===== src/rtl/irq_pkg.sv =====
// Shared constants and state encoding for the interrupt dispatch sequencer.
package irq_pkg;

    localparam int unsigned N        = 5;
    localparam int unsigned LAT      = N * (N + 1) / 2;
    localparam logic [2:0]  PRI_IDLE = 3'd7;

    typedef enum logic [1:0] {
        IDLE = 2'd0,
        REQ  = 2'd1,
        SVC  = 2'd2
    } state_t;

endpackage


===== src/rtl/irq_isr_stack.sv =====
// LIFO of in-service {line, pri} entries; a same-cycle pop and push replaces the top.
module irq_isr_stack
    import irq_pkg::*;
#(
    parameter int unsigned DEPTH = 4
) (
    input  logic         clk,
    input  logic         rst,
    input  logic         push,
    input  logic         pop,
    input  logic [N-1:0] push_line,
    input  logic [2:0]   push_pri,
    output logic [N-1:0] top_line,
    output logic [2:0]   top_pri,
    output logic [2:0]   depth
);

    localparam int unsigned SLOTS    = 8;
    localparam logic [2:0]  DEPTH_LIM = 3'(DEPTH);

    logic [N-1:0] line_q [SLOTS];
    logic [2:0]   pri_q  [SLOTS];
    logic [2:0]   cnt;
    logic [2:0]   top_idx;
    logic [2:0]   wr_idx;
    logic         pop_ok;
    logic         push_ok;

    assign pop_ok  = pop && (cnt != 3'd0);
    assign push_ok = push && (pop_ok || (cnt < DEPTH_LIM));
    assign top_idx = cnt - 3'd1;
    // Popping first means the new entry lands where the old top was.
    assign wr_idx  = pop_ok ? top_idx : cnt;

    assign top_line = (cnt == 3'd0) ? '0 : line_q[top_idx];
    assign top_pri  = (cnt == 3'd0) ? '0 : pri_q[top_idx];
    assign depth    = cnt;

    always_ff @(posedge clk or posedge rst) begin
        if (rst) begin
            cnt <= '0;
        end else if (push_ok && !pop_ok) begin
            cnt <= cnt + 3'd1;
        end else if (pop_ok && !push_ok) begin
            cnt <= cnt - 3'd1;
        end
    end

    always_ff @(posedge clk) begin
        if (push_ok) begin
            line_q[wr_idx] <= push_line;
            pri_q[wr_idx]  <= push_pri;
        end
    end

endmodule


===== src/rtl/irq_dispatch.sv =====
// Interrupt dispatch sequencer: request/ack/EOI handshake, in-service mask, sorter settle wait.
// IRQ_NEST_EN enables DEPTH-level preemptive nesting; otherwise one interrupt is in service at a time.
module irq_dispatch
    import irq_pkg::*;
#(
    parameter int unsigned DEPTH = 4
) (
    input  logic              clk,
    input  logic              rst,
    input  logic              cand_vld,
    input  logic [N-1:0]      cand_line,
    input  logic [2:0]        cand_pri,
    output logic              irq_out,
    output logic [N-1:0]      irq_code,
    input  logic              irq_ack,
    input  logic              irq_eoi,
    output logic [2**N-1:0]   isr_mask,
    output logic [2:0]        cur_pri,
    output logic [2:0]        depth,
    output logic              eoi_err
);

`ifdef IRQ_NEST_EN
    localparam int unsigned EFF_DEPTH = DEPTH;
`else
    localparam int unsigned EFF_DEPTH = 1;
`endif
    localparam logic [2:0]  DEPTH_LIM = 3'(EFF_DEPTH);
    localparam int unsigned SW        = $clog2(LAT + 1);

    state_t          state, state_nx;
    logic [SW-1:0]   settle;
    logic [2:0]      pend_pri;
    logic [N-1:0]    top_line;
    logic [2:0]      top_pri;
    logic [3:0]      thr;
    logic            eligible;
    logic            take;
    logic            do_push;
    logic            do_pop;
    logic [2**N-1:0] mask_nx;

    irq_isr_stack #(
        .DEPTH(EFF_DEPTH)
    ) u_stack (
        .clk       (clk),
        .rst       (rst),
        .push      (do_push),
        .pop       (do_pop),
        .push_line (irq_code),
        .push_pri  (pend_pri),
        .top_line  (top_line),
        .top_pri   (top_pri),
        .depth     (depth)
    );

    assign cur_pri  = (depth == 3'd0) ? PRI_IDLE : top_pri;
    assign thr      = (depth == 3'd0) ? 4'd8 : {1'b0, cur_pri};
    assign eligible = cand_vld && (settle == '0) && ({1'b0, cand_pri} < thr)
                      && (depth < DEPTH_LIM);
    assign do_push  = (state == REQ) && irq_ack;
    assign do_pop   = irq_eoi && (depth != 3'd0);

    always_comb begin
        state_nx = state;
        take     = 1'b0;
        case (state)
            IDLE: begin
                if (eligible) begin
                    take     = 1'b1;
                    state_nx = REQ;
                end
            end
            REQ: begin
                if (irq_ack) state_nx = SVC;
            end
            SVC: begin
                if (do_pop) begin
                    if (depth == 3'd1) state_nx = IDLE;
                end
`ifdef IRQ_NEST_EN
                else if (eligible) begin
                    take     = 1'b1;
                    state_nx = REQ;
                end
`endif
            end
            default: state_nx = IDLE;
        endcase
    end

    // Clear of the popped line precedes the set of the pushed one.
    always_comb begin
        mask_nx = isr_mask;
        if (do_pop)  mask_nx[top_line] = 1'b0;
        if (do_push) mask_nx[irq_code] = 1'b1;
    end

    always_ff @(posedge clk or posedge rst) begin
        if (rst) begin
            state    <= IDLE;
            irq_out  <= 1'b0;
            irq_code <= '0;
            pend_pri <= '0;
            settle   <= '0;
            isr_mask <= '0;
            eoi_err  <= 1'b0;
        end else begin
            state    <= state_nx;
            irq_out  <= (state_nx == REQ);
            isr_mask <= mask_nx;
            if (take) begin
                irq_code <= cand_line;
                pend_pri <= cand_pri;
            end
            if (do_push || do_pop) begin
                settle <= SW'(LAT);
            end else if (settle != '0) begin
                settle <= settle - 1'b1;
            end
            if (irq_eoi && (depth == 3'd0)) eoi_err <= 1'b1;
        end
    end

endmodule

===== config.mk =====
export PLATFORM = sky130hd
export DESIGN_NAME = irq_dispatch
export DESIGN_NICKNAME = d
export VERILOG_FILES = /design/src/rtl/irq_pkg.sv /design/src/rtl/irq_isr_stack.sv /design/src/rtl/irq_dispatch.sv
export SDC_FILE = /design/constraint.sdc
export NUM_CORES = 1
export LEC_CHECK = 0
export CAP_MARGIN = 10
export CORE_MARGIN = 4
export CORE_UTILIZATION = 40
export CTS_BUF_LIST = sky130_fd_sc_hd__clkbuf_8
export DETAILED_ROUTE_END_ITERATION = 10
export PLACE_DENSITY = 0.58
export SLEW_MARGIN = 40
export SYNTH_ARGS = -nofsm -noshare
export SYNTH_HDL_FRONTEND = slang
export SYNTH_SLANG_ARGS = --single-unit

===== constraint.sdc =====
create_clock -name clk -period 8.7 [get_ports clk]
set_clock_uncertainty 0.05 [all_clocks]
set_input_delay 1.74 -clock clk [delete_from_list [all_inputs] [get_ports clk]]
set_output_delay 1.74 -clock clk [all_outputs]
set_load 0.02 [all_outputs]

# Yosys cells after proc, flatten, opt, wreduce, memory -nomap -nowiden
# Memories as Yosys holds them, arrays and structs flattened.
# Cells that the tools add are included.
# classes
n_addsub	3
magnitude_cmp	6
eq_ne	4
n_mux	23
bitwise_logic	3
n_reduce_logical	23
# ops
cell	n
$mux W32	2
$and A32 B32 Y32	1
$not A32 Y32	1
$or A32 B32 Y32	1
$logic_and A1 B1 Y1	12
$lt A5 B6 Y1 const B	2
$mux W3	4
$mux W4	3
$demux W1 S5	2
$ge A5 B1 Y1 const B	2
$mux W2	4
$mux W1	6
$pmux W2 S3	1
$mux W5	1
$eq A2 B1 Y1 const B	2
$logic_not A4 Y1	1
$lt A3 B4 Y1	1
$reduce_bool A2 Y1	2
$reduce_bool A4 Y1	1
$sub A4 B1 Y4 const B	1
$add A3 B1 Y3 const B	1
$eq A3 B1 Y1 const B	1
$logic_not A3 Y1	1
$lt A3 B1 Y1 const B	1
other kinds (6)	8
# word_totals
ff_bits	51
ramBits	64
input_bits	13
out_inout_bits	45
mem_count	2
# mem_list
memory	words	word_bits	read_ports	rd_ports_with_merged_regs	wr	line_no	rtl
u_stack.line_q	8	5	1	0	1	irq_isr_stack.sv:21	logic [N-1:0] line_q [SLOTS];
u_stack.pri_q	8	3	1	0	1	irq_isr_stack.sv:22	logic [2:0] pri_q [SLOTS];

# Longest topological paths before layout
# Gate-level depths: netlist of the first run.
# An unclocked memory read counts as a cell.
# depth
word_depth	12
depth_mapped	16
ltp_nobuf	11

# Modules after synthesis
# From an unflattened synthesis of the first run, not the netlist that was laid out.
# unflattened
hier_cells	351
area_unflattened_um2	5062.4
# modules_own_cells
mod	n_inst	cells_each	area_per_inst_um2	seq_area_each_um2
irq_isr_stack	1	164	2900.3	1996.9
irq_dispatch	1	187	2162.1	1201.2

# Worst setup path after synthesis of the first run
# OpenSTA, ideal clock, no wires.
# synth_path
kind	reg2out
from	register u_stack.cnt[0], in the netlist u_stack.depth[0]
to	output cur_pri[1]
arrival_ps	2433
slack_ps	4477
stages_incl_launch_ff	10
n_path_buf	4
cell_sequence	dfrtp_1 > buf_6 > clkinv_1 > ha_1 > buf_6 > buf_6 > buf_2 > mux4_2 > mux2i_1 > nand2_1
# synth_via
elab_chain_cells	3
word_cells_on_any_way	4
# synth_rtl
item	line_no	rtl
start, declared	irq_isr_stack.sv:23	logic [2:0] cnt;
start signal, assigned	irq_isr_stack.sv:43	cnt <= cnt + 3'd1;
start signal, assigned	irq_isr_stack.sv:45	cnt <= cnt - 3'd1;
$sub A3 B1 Y3	irq_isr_stack.sv:31	assign top_idx = cnt - 3'd1;
$mem_v2 Z8 W3	-	
$mux W3 (*)	irq_dispatch.sv:57	assign cur_pri = (depth == 3'd0) ? PRI_IDLE : top_pri;
end, declared	irq_dispatch.sv:18	output logic [2:0] cur_pri,
# Every way passes the cells marked *; elsewhere a longest branch is shown, timed or not.

# Worst setup path in the final report of the first run
# Ends and elaborated chain as after synthesis.

==> results of run 1 <==
## metrics by stage
step	cell area [µm²]	util, %	total power (W)
after floorplan	5370	-	0.000587
after global placement	6070	46.0	0.000595
after detailed placement	6100	46.2	0.000595
after CTS	6480	49.1	0.00107
after global routing	6480	49.1	0.00110
final	6480	49.1	0.00106
## final cells by class
cell class	instances	area [µm²]	share of cell area, %
clock inverter	10	93.8	1.45
timing repair buffer	62	608	9.38
clock buffer	21	289	4.46
sequential	115	3200	49.3
tap	176	220	3.40
inverter	11	41.3	0.637
multi-input combinational	250	2030	31.3
## placed cells by master, fill, tap and decap left out, types with 4 or more instances in the layout
| cell | count |
|---|---|
| nand2b_1 | 6 |
| clkbuf_8 | 21 |
| and3_1 | 5 |
| nand3_1 | 32 |
| nand3b_1 | 6 |
| and2_1 | 4 |
| edfxtp_1 | 64 |
| nor2_1 | 10 |
| or3_1 | 4 |
| buf_4 | 5 |
| or2_2 | 4 |
| inv_1 | 13 |
| a22o_1 | 12 |
| o2bb2ai_1 | 14 |
| nor3_1 | 4 |
| nand2_1 | 27 |
| nand4_1 | 10 |
| mux4_2 | 12 |
| o21ai_0 | 10 |
| mux2_4 | 8 |
| dfrtp_1 | 51 |
| nor2_2 | 5 |
| clkdlybuf4s50_1 | 57 |
| ha_1 | 9 |
| mux2i_1 | 19 |
| o32a_1 | 4 |
## power by group through the flow
stage	clock network, W	registers [W]	logic, W
after global placement	0	0.000582	0.0000133
after floorplan	0	0.000582	0.00000469
after detailed placement	0	0.000582	0.0000134
after global routing	0.000518	0.000571	0.0000146
after CTS	0.000489	0.000571	0.0000135
final	0.000477	0.000571	0.0000130
## worst register-to-register path: cells and delay by family, from the launching register on
| family | cells | cell delay [ns] |
|---|---|---|
| AO/OA/AOI/OAI | 2 | 0.37 |
| multiplexers | 3 | 0.70 |
| flip-flops | 1 | 0.35 |
| AND/OR/NAND/NOR | 2 | 0.98 |
| adder cells (fa/ha/maj) | 2 | 1.12 |
| buffers and inverters | 2 | 0.76 |
## flip-flops by register name, indices dropped and copies added (netlist names)
name            count
irq_code            5
u_stack.pri_q      24
pend_pri            3
settle              4
u_stack.depth       3
state               2
irq_out             1
isr_mask           32
eoi_err             1
u_stack.line_q     40
## worst max path at each step
| stage | from | endpoint | slack, ns | cells after the start |
|---|---|---|---|---|
| 2_1_floorplan | u_stack.depth[0]$_DFFE_PP0P_ | cur_pri[1] | 4.48 | 9 |
| 3_3_place_gp | u_stack.depth[0]$_DFFE_PP0P_ | cur_pri[1] | 3.81 | 7 |
| 3_5_place_dp | u_stack.depth[0]$_DFFE_PP0P_ | cur_pri[1] | 3.81 | 7 |
| 4_1_cts | u_stack.depth[0]$_DFFE_PP0P_ | cur_pri[1] | 3.28 | 7 |
| 5_1_grt | u_stack.depth[0]$_DFFE_PP0P_ | cur_pri[1] | 3.09 | 7 |
| 6_report | u_stack.depth[0]$_DFFE_PP0P_ | cur_pri[1] | 3.34 | 7 |
## logic make-up after synthesis
| kind of cell | after synthesis | share of synthesized area [%] |
|---|---|---|
| compound gates | 58 | 8.27 |
| flops | 115 | 59.6 |
| xor+xnor | 6 | 1.26 |
| simple gates | 133 | 13.3 |
| buf+inv | 28 | 3.15 |
| mux | 44 | 12.3 |
| fa+ha+maj | 9 | 2.10 |
## metal layers
metal | global-route usage (%) | wire length [µm] | vias to the layer above
li1 | - | - | 1641
met1 | 24.2 | 5730 | 1794
met2 | 27.7 | 6260 | 98
met3 | 4.77 | 624 | 16
met4 | 6.99 | 212 | 0
met5 | 0 | 0 | -
==> impl_results.md, run 1 <==
- Yosys top cell area share: 35.8%
- Worst path bufs/invs: 3
- Flop pwr share: 53.8%
- Share of cells above drive strength 1: 14.9%
- Fillers: 1165
- Layout net count: 479
- Synth top cells by count: edfxtp_1 (64), dfrtp_1 (51), nand3_1 (32), nand2_1 (27), mux2i_1 (19)
- Final setup vio count: 0
- Die X: 124 µm
- Final critical-path required period: 5.36 ns
- Setup bufs post-CTS: 0
- Clock transition at path regs: 0.06 ns
- Clk_lat worst skew: 0.45 ns
- CP startpoint kind: flop
- ANT nets after route: 0
- Non-Filler Instances: 645
- Max Freq: 187 MHz
- CP endpoint kind: output port
- TritonCTS buffer count: 17
- # hold bufs at CTS: 0
- Logic pwr share: 1.2%
- Hold_ws: 0.421 ns
- DR WL/cell: 19.9 µm
- Post-synth EDFFs: 64
- Core Area: 13200 µm²
- CTS H-tree depth: 4
- Fin crit share: 61.6%
- Setup TNS: 0 ns
- Most common cell in the netlist: edfxtp_1
- Avg Inst Size Synth: 13.7 µm²
- Switching share of total power: 19.6%
- Vias in the first global route: 3481
- Chip Height: 124 µm
- Hold crit path type: flop to flop
- Primary FF master, synth: edfxtp_1
- Hold_sp: eoi_err$_DFFE_PP0P_
- Register area share after synthesis: 59.6%
- WL final: 12.8 mm
- Crit-path cells: clkinv_1 > ha_1 > buf_4 > mux4_2 > mux2i_1 > nand2_1 > clkdlybuf4s50_1
- Die Area: 15300 µm²
- Max-slew violations: 0
- PD cells: 164 nW/µm²
- Flops & latches, synth: 115
- Synth-to-Final Area Change: 20.7%
- Worst Hold End: eoi_err$_DFFE_PP0P_
- FP Rows: 42
- Slew margin rel.: 51.8%
- DP Worst Slack: 3.81 ns
- Maxcap violations: 0
- Placed Cells: 614
- Depth of the worst register-to-register path: 11
- CP max stage delay: 0.83 ns
- Final HPWL DP: 8.54 mm
- Cell Area, Synth: 5370 µm²
- 1st-pass router iterations: 4
- R2R Setup Slk: 4.25 ns
- Vias: 3549
- IO Pins: 58
- Synth top area cells: edfxtp_1 (36%), dfrtp_1 (24%), mux4_2 (5.0%)
- Starting Density: 40.7%
- Overflow left after global routing: 0
- Delay-heaviest family, CP: buffers and inverters
- First-pass GRT wire length: 20.0 mm
- Root Buffer: clkbuf_8
- Final setup margin: 3.34 ns
- Lkg Pwr: 2.54 nW
- RSZ-0062 raised after global routing: false
- Post-synth cell types: 53
- R2R Path End: irq_code[1]$_DFFE_PP0P_
- Ys Warns: 0
- Gate Count Post-Synth: 393
- Area leader, netlist: edfxtp_1
- CTS tree: built
- Required time of the critical path: 6.91 ns
- Via density: 5.50
- Peak supply drop: 0.0958 mV
- DRC viols: 0
- Crit path arrival time: 3.57 ns
- Resized cells post-CTS: 0
- Gpl congestion: 0.780
- Initial antenna violation count: 0
- Largest net degree at the start of global routing: 52
- Psw: 0.000208 W
- Crit-path max FO: 30
- Critical path type: flop to output port
- Reg-to-Reg Start: u_stack.depth[0]$_DFFE_PP0P_
- Worst Max-Slew Pin Slew: 0.723 ns
- Total GRT Usage: 17.9%
- Clock network power share: 45.0%
- Share of flip-flops with an asynchronous set or reset: 44.3%
- Status: completed
- P_int: 0.000853 W
- First DRT Iteration DRCs: 238
- Clock tree buffer depth: 2
- N_diodes: 0
- Critical-path top delay cell: ha_1
- Clock sink count: 115
- Port Buf Inserts: 57
- Syn nets: 415
- Endpoints failing hold: 0
- Worst hold path stage count: 1
Power figures use the tool's default switching activity.
==> run 2: changes to the inputs <==
- clock period: 8.7 -> 5.3 ns (I/O delays scaled with it)
==> impl_results.md, run 2 (same netlist as run 1, synthesis figures left out) <==
- Status: completed (unchanged)
- Crit-path max FO: 25 (was 30)
- Clk_lat worst skew: 0.43 ns (was 0.45 ns)
- Final setup vio count: 0 (unchanged)
- Most common cell after layout, fill and taps aside: edfxtp_1 (unchanged)
- WL final: 12.6 mm (was 12.8 mm)
- CP startpoint kind: flop (unchanged)
- Final HPWL DP: 8.68 mm (was 8.54 mm)
- Synth-to-Final Area Change: 20.8% (was 20.7%)
- Placed Cells: 614 (unchanged)
- Non-Filler Instances: 646 (was 645)
- Biggest register: u_stack.line_q (unchanged)
- Most frequent cells in the layout: edfxtp_1 (64), clkdlybuf4s50_1 (57), dfrtp_1 (51), nand3_1 (32), nand2_1 (27) (unchanged)
- R2R Path End: irq_code[2]$_DFFE_PP0P_ (was irq_code[1]$_DFFE_PP0P_)
- Initial antenna violation count: 0 (unchanged)
- Overall power: 0.00176 W (was 0.00106 W)
- Share of cells above drive strength 1: 15.7% (was 14.9%)
- CP endpoint kind: output port (unchanged)
- Max-slew violations: 0 (unchanged)
- Root Buffer: clkbuf_8 (unchanged)
- RSZ-0062 raised after global routing: false (unchanged)
- Setup bufs post-CTS: 0 (unchanged)
- Total GRT Usage: 17.6% (was 17.9%)
- Via density: 5.47 (was 5.50)
- DRC viols: 0 (unchanged)
- Depth of the worst register-to-register path: 11 (unchanged)
- Port Buf Inserts: 57 (unchanged)
- Maxcap violations: 0 (unchanged)
- Resized cells post-CTS: 0 (unchanged)
- Required time of the critical path: 4.19 ns (was 6.91 ns)
- Overflow left after global routing: 0 (unchanged)
- Worst hold path stage count: 1 (unchanged)
- Lkg Pwr: 2.52 nW (was 2.54 nW)
- Clock tree buffer depth: 2 (unchanged)
- DR WL/cell: 19.4 µm (was 19.9 µm)
- PD cells: 272 nW/µm² (was 164 nW/µm²)
- Biggest regs: u_stack.line_q x40, isr_mask x32, u_stack.pri_q x24 (unchanged)
- Clock transition at path regs: 0.07 ns (was 0.06 ns)
- CTS tree: built (unchanged)
- FP Rows: 42 (unchanged)
- # hold bufs at CTS: 0 (unchanged)
- Clock sink count: 115 (unchanged)
- Worst Max-Slew Pin Slew: 0.742 ns (was 0.723 ns)
- Fin crit share: 81.7%
- Vias: 3535 (was 3549)
- Slew margin rel.: 50.5% (was 51.8%)
- IO Pins: 58 (unchanged)
- Endpoints failing hold: 0 (unchanged)
- Max Freq: 231 MHz
- Worst Hold End: eoi_err$_DFFE_PP0P_ (unchanged)
- Reg-to-Reg Start: u_stack.depth[0]$_DFFE_PP0P_ (unchanged)
- CTS H-tree depth: 4 (unchanged)
- First DRT Iteration DRCs: 353 (was 238)
- Fillers: 1144 (was 1165)
- Hold crit path type: flop to flop (unchanged)
- Max reg flops: 40 (unchanged)
- Starting Density: 40.7% (unchanged)
- Gpl congestion: 0.802 (was 0.780)
- 1st-pass router iterations: 5 (was 4)
- TritonCTS buffer count: 17 (unchanged)
- Hold_sp: eoi_err$_DFFE_PP0P_ (unchanged)
- Final critical-path required period: 4.33 ns
- Peak supply drop: 0.169 mV (was 0.0958 mV)
- First-pass GRT wire length: 19.9 mm (was 20.0 mm)
- Core Area: 13200 µm² (unchanged)
- Die Area: 15300 µm² (unchanged)
- N_diodes: 0 (unchanged)
- Die X: 124 µm (unchanged)
- Setup TNS: 0 ns (unchanged)
- Crit path arrival time: 3.22 ns (was 3.57 ns)
- Hold_ws: 0.423 ns (was 0.421 ns)
- Layout net count: 479 (unchanged)
- Chip Height: 124 µm (unchanged)
- Vias in the first global route: 3536 (was 3481)
- R2R Setup Slk: 1.28 ns (was 4.25 ns)
- Critical path type: flop to output port (unchanged)
- Largest net degree at the start of global routing: 52 (unchanged)
- ANT nets after route: 0 (unchanged)
-- run 2: how the worst max path moves through the flow --
stage | end | cells after the start | start | slack, ns
2_1_floorplan | irq_code[0]$_DFFE_PP0P_ | 15 | u_stack.depth[0]$_DFFE_PP0P_ | 1.48
3_3_place_gp | irq_code[3]$_DFFE_PP0P_ | 11 | u_stack.depth[0]$_DFFE_PP0P_ | 1.39
3_5_place_dp | irq_code[2]$_DFFE_PP0P_ | 11 | u_stack.depth[0]$_DFFE_PP0P_ | 1.29
4_1_cts | cur_pri[0] | 7 | u_stack.depth[0]$_DFFE_PP0P_ | 0.94
5_1_grt | cur_pri[0] | 7 | u_stack.depth[0]$_DFFE_PP0P_ | 0.73
6_report | cur_pri[1] | 7 | u_stack.depth[0]$_DFFE_PP0P_ | 0.97
-- run 2: metrics by stage --
| stage | area (µm²) | utilization [%] | worst slack [ns] |
|---|---|---|---|
| 2_1_floorplan | 5370 | - | 1.48 |
| 3_5_place_dp | 6090 | 46.2 | 1.29 |
| 3_3_place_gp | 6070 | 46.0 | 1.39 |
| 5_1_grt | 6490 | 49.2 | 0.732 |
| 4_1_cts | 6480 | 49.2 | 0.941 |
| 6_report | 6490 | 49.2 | 0.969 |
-- run 2: layout make-up --
cell class | count | area (µm²) | share of cell area (%)
multi-input cells | 250 | 2020 | 31.2
clock buffers | 19 | 262 | 4.03
well taps | 176 | 220 | 3.40
repair buffers | 62 | 608 | 9.37
inverters | 11 | 43.8 | 0.675
clock inverters | 13 | 134 | 2.06
flip-flops and latches | 115 | 3200 | 49.3
-- run 2: critical path: stages, from the launching register on --
cell and delay, ns:
dfrtp_1 0.32, buf_4 0.32, clkinv_1 0.36, ha_1 0.59
mux4_2 0.35, mux2i_1 0.18, nand2_1 0.11, clkdlybuf4s50_1 0.57
-- run 2: routing by layer --
metal / part of all wire [%] / up-vias / global-route usage [%] / wire (µm)
met5: 0 / - / 0 / 0
met4: 1.1 / 0 / 5.95 / 140
met3: 5.5 / 9 / 4.54 / 687
met2: 47 / 109 / 26.5 / 5900
met1: 46 / 1775 / 24.8 / 5840
li1: - / 1642 / - / -
-- run 2: where the power goes --
| part | switching, W | internal (W) | total [W] | leakage [nW] |
|---|---|---|---|---|
| Sequential | 0.0000000000000000000196 | 0.000937 | 0.000937 | 1.45 |
| Clock | 0.000365 | 0.000441 | 0.000806 | 0.205 |
| Combinational | 0.0000117 | 0.00000912 | 0.0000209 | 0.869 |
| Total | 0.000377 | 0.00139 | 0.00176 | 2.52 |
==> run 3: changes to the inputs <==
- PLACE_DENSITY: 0.58 -> 0.6
- clock period: 5.3 -> 3.6 ns (I/O delays scaled with it)
==> impl_results.md, run 3 (same netlist as run 1, synthesis figures left out) <==
- CTS H-tree depth: 4 (unchanged)
- Vias in the first global route: 3429 (was 3536)
- WL final: 12.5 mm (was 12.6 mm)
- Register area: 3200 µm² (about the same)
- Hold crit path type: flop to flop (unchanged)
- Worst Max-Slew Pin Slew: 0.788 ns (was 0.742 ns)
- Clock transition at path regs: 0.07 ns (about the same)
- Chip Height: 124 µm (unchanged)
- TritonCTS buffer count: 17 (unchanged)
- Final HPWL DP: 8.68 mm (about the same)
- Crit-path cells: clkinv_2 > ha_2 > mux4_1 > mux2i_1 > nand2_1 > clkdlybuf4s50_1 (was buf_4 > clkinv_1 > ha_1 > mux4_2 > mux2i_1 > nand2_1 > clkdlybuf4s50_1)
- Biggest regs: u_stack.line_q x40, isr_mask x32, u_stack.pri_q x24 (unchanged)
- Most common cell after layout, fill and taps aside: edfxtp_1 (unchanged)
- N_diodes: 0 (unchanged)
- Vias: 3570 (was 3535)
- Endpoints failing hold: 0 (unchanged)
- CP max stage delay: 0.55 ns (was 0.59 ns)
- Overflow left after global routing: 0 (unchanged)
- Crit-path max FO: 10 (was 25)
- Layout net count: 489 (was 479)
- Root Buffer: clkbuf_8 (unchanged)
- DRC viols: 0 (unchanged)
- Max reg flops: 40 (unchanged)
- First-pass GRT wire length: 19.2 mm (was 19.9 mm)
- 1st-pass router iterations: 5 (unchanged)
- Critical path type: flop to output port (unchanged)
- CP startpoint kind: flop (unchanged)
- CTS tree: built (unchanged)
- RSZ-0062 raised after global routing: false (unchanged)
- Starting Density: 40.7% (unchanged)
- Synth-to-Final Area Change: 21.8% (was 20.8%)
- Critical-path top delay cell: clkdlybuf4s50_1 (was ha_1)
- Initial antenna violation count: 0 (unchanged)
- Resized cells post-CTS: 0 (unchanged)
- Max-slew violations: 0 (unchanged)
- First DRT Iteration DRCs: 255 (was 353)
- Maxcap violations: 0 (unchanged)
- Biggest register: u_stack.line_q (unchanged)
- Clock tree buffer depth: 2 (unchanged)
- Die X: 124 µm (unchanged)
- Most frequent cells in the layout: edfxtp_1 (64), clkdlybuf4s50_1 (57), dfrtp_1 (50), nand3_1 (32), nand2_1 (27) (was edfxtp_1 (64), clkdlybuf4s50_1 (57), dfrtp_1 (51), nand3_1 (32), nand2_1 (27))
- Fin crit share: 94.0%
- Via density: 5.45 (was 5.47)
- Setup bufs post-CTS: 0 (unchanged)
- Core Area: 13200 µm² (unchanged)
- Lkg Pwr: 2.58 nW (was 2.52 nW)
- Die Area: 15300 µm² (unchanged)
- Setup TNS: 0 ns (unchanged)
- Largest net degree at the start of global routing: 44 (was 52)
- # hold bufs at CTS: 0 (unchanged)
- Max Freq: 295 MHz
- Port Buf Inserts: 57 (unchanged)
- Area of the multi-input gates: 2020 µm² (about the same)
- Peak supply drop: 0.276 mV (was 0.169 mV)
- Total GRT Usage: 17.0% (was 17.6%)
- ANT nets after route: 0 (unchanged)
- Clock sink count: 115 (unchanged)
- Clk_lat worst skew: 0.42 ns (was 0.43 ns)
- FP Rows: 42 (unchanged)
- Fillers: 1143 (was 1144)
- Final setup vio count: 0 (unchanged)
- Required time of the critical path: 2.83 ns (was 4.19 ns)
- Share of cells above drive strength 1: 16.3% (was 15.7%)
- Overall power: 0.00255 W (was 0.00176 W)
- Crit path arrival time: 2.61 ns (was 3.22 ns)
- Status: completed (unchanged)
- Gpl congestion: 0.840 (was 0.802)
- CP endpoint kind: output port (unchanged)
- Final critical-path required period: 3.38 ns
- DR WL/cell: 19.1 µm (was 19.4 µm)
- PD cells: 390 nW/µm² (was 272 nW/µm²)
- IO Pins: 58 (unchanged)
- Slew margin rel.: 47.3% (was 50.5%)
[run 3: changes by cell type in the layout (fill, tap and decap cells not counted), moves of 2 or more]
cell / delta
clkinv_2: +2
ha_1: -2
clkinv_1: -2
clkinv_4: -3
nor2_1: +5
inv_6: -2
ha_2: +2
buf_4: +10
inv_1: +4
nor2_2: -5
[run 3: critical path: cells and delay by family, from the launching register on]
family	cells	cell delay [ns]
multiplexers	2	0.54
AND/OR/NAND/NOR	1	0.09
flip-flops	1	0.37
adder cells (fa/ha/maj)	1	0.48
buffers and inverters	2	0.72
[run 3: final timing paths]
check | startpoint | end | slack, ns | depth (start not counted)
setup reg to reg | u_stack.depth[0]$_DFFE_PP0P_ | pend_pri[1]$_DFFE_PP0P_ | 0.39 | 11
setup / recovery | u_stack.depth[0]$_DFFE_PP0P_ | cur_pri[0] | 0.22 | 6
hold reg to reg | eoi_err$_DFFE_PP0P_ | eoi_err$_DFFE_PP0P_ | 0.41 | 1
min in group asynchronous | rst | isr_mask[27]$_DFF_PP0_ | 0.66 | 2
hold / removal | eoi_err$_DFFE_PP0P_ | eoi_err$_DFFE_PP0P_ | 0.41 | 1
max in group asynchronous | rst | isr_mask[21]$_DFF_PP0_ | 2.35 | 3
[run 3: routing by layer]
layer	vias up	routed length (µm)	track usage [%]
met1	1773	5820	24.0
met3	19	638	4.18
met4	0	261	6.92
li1	1655	-	-
met5	-	0	0
met2	123	5810	25.2
[run 3: area by class of cell]
type | instances | share of cell area [%]
flip-flops and latches | 115 | 48.9
multi-input cells | 250 | 30.9
repair buffers | 72 | 10.4
clock buffers | 20 | 4.21
well taps | 176 | 3.37
clock inverters | 11 | 1.51
inverters | 11 | 0.689
[run 3: per-stage QoR]
step / instances / util (%) / setup slack, ns / hold slack (ns) / cell area (µm²)
after global routing: 655 / 49.6 / 0.0433 / 0.425 / 6540
final: 655 / 49.6 / 0.215 / 0.406 / 6540
after CTS: 655 / 49.5 / 0.0566 / 0.411 / 6530
after global placement: 624 / 46.6 / 0.395 / 0.387 / 6150
after floorplan: 393 / - / 0.00675 / 0.425 / 5370
after detailed placement: 624 / 46.6 / 0.342 / 0.398 / 6150
[run 3: power by group]
group          internal, W              switching, W  leakage, nW
registers          0.00138  0.0000000000000000000242         1.45
logic            0.0000149                 0.0000177        0.918
clock network     0.000649                  0.000490        0.214
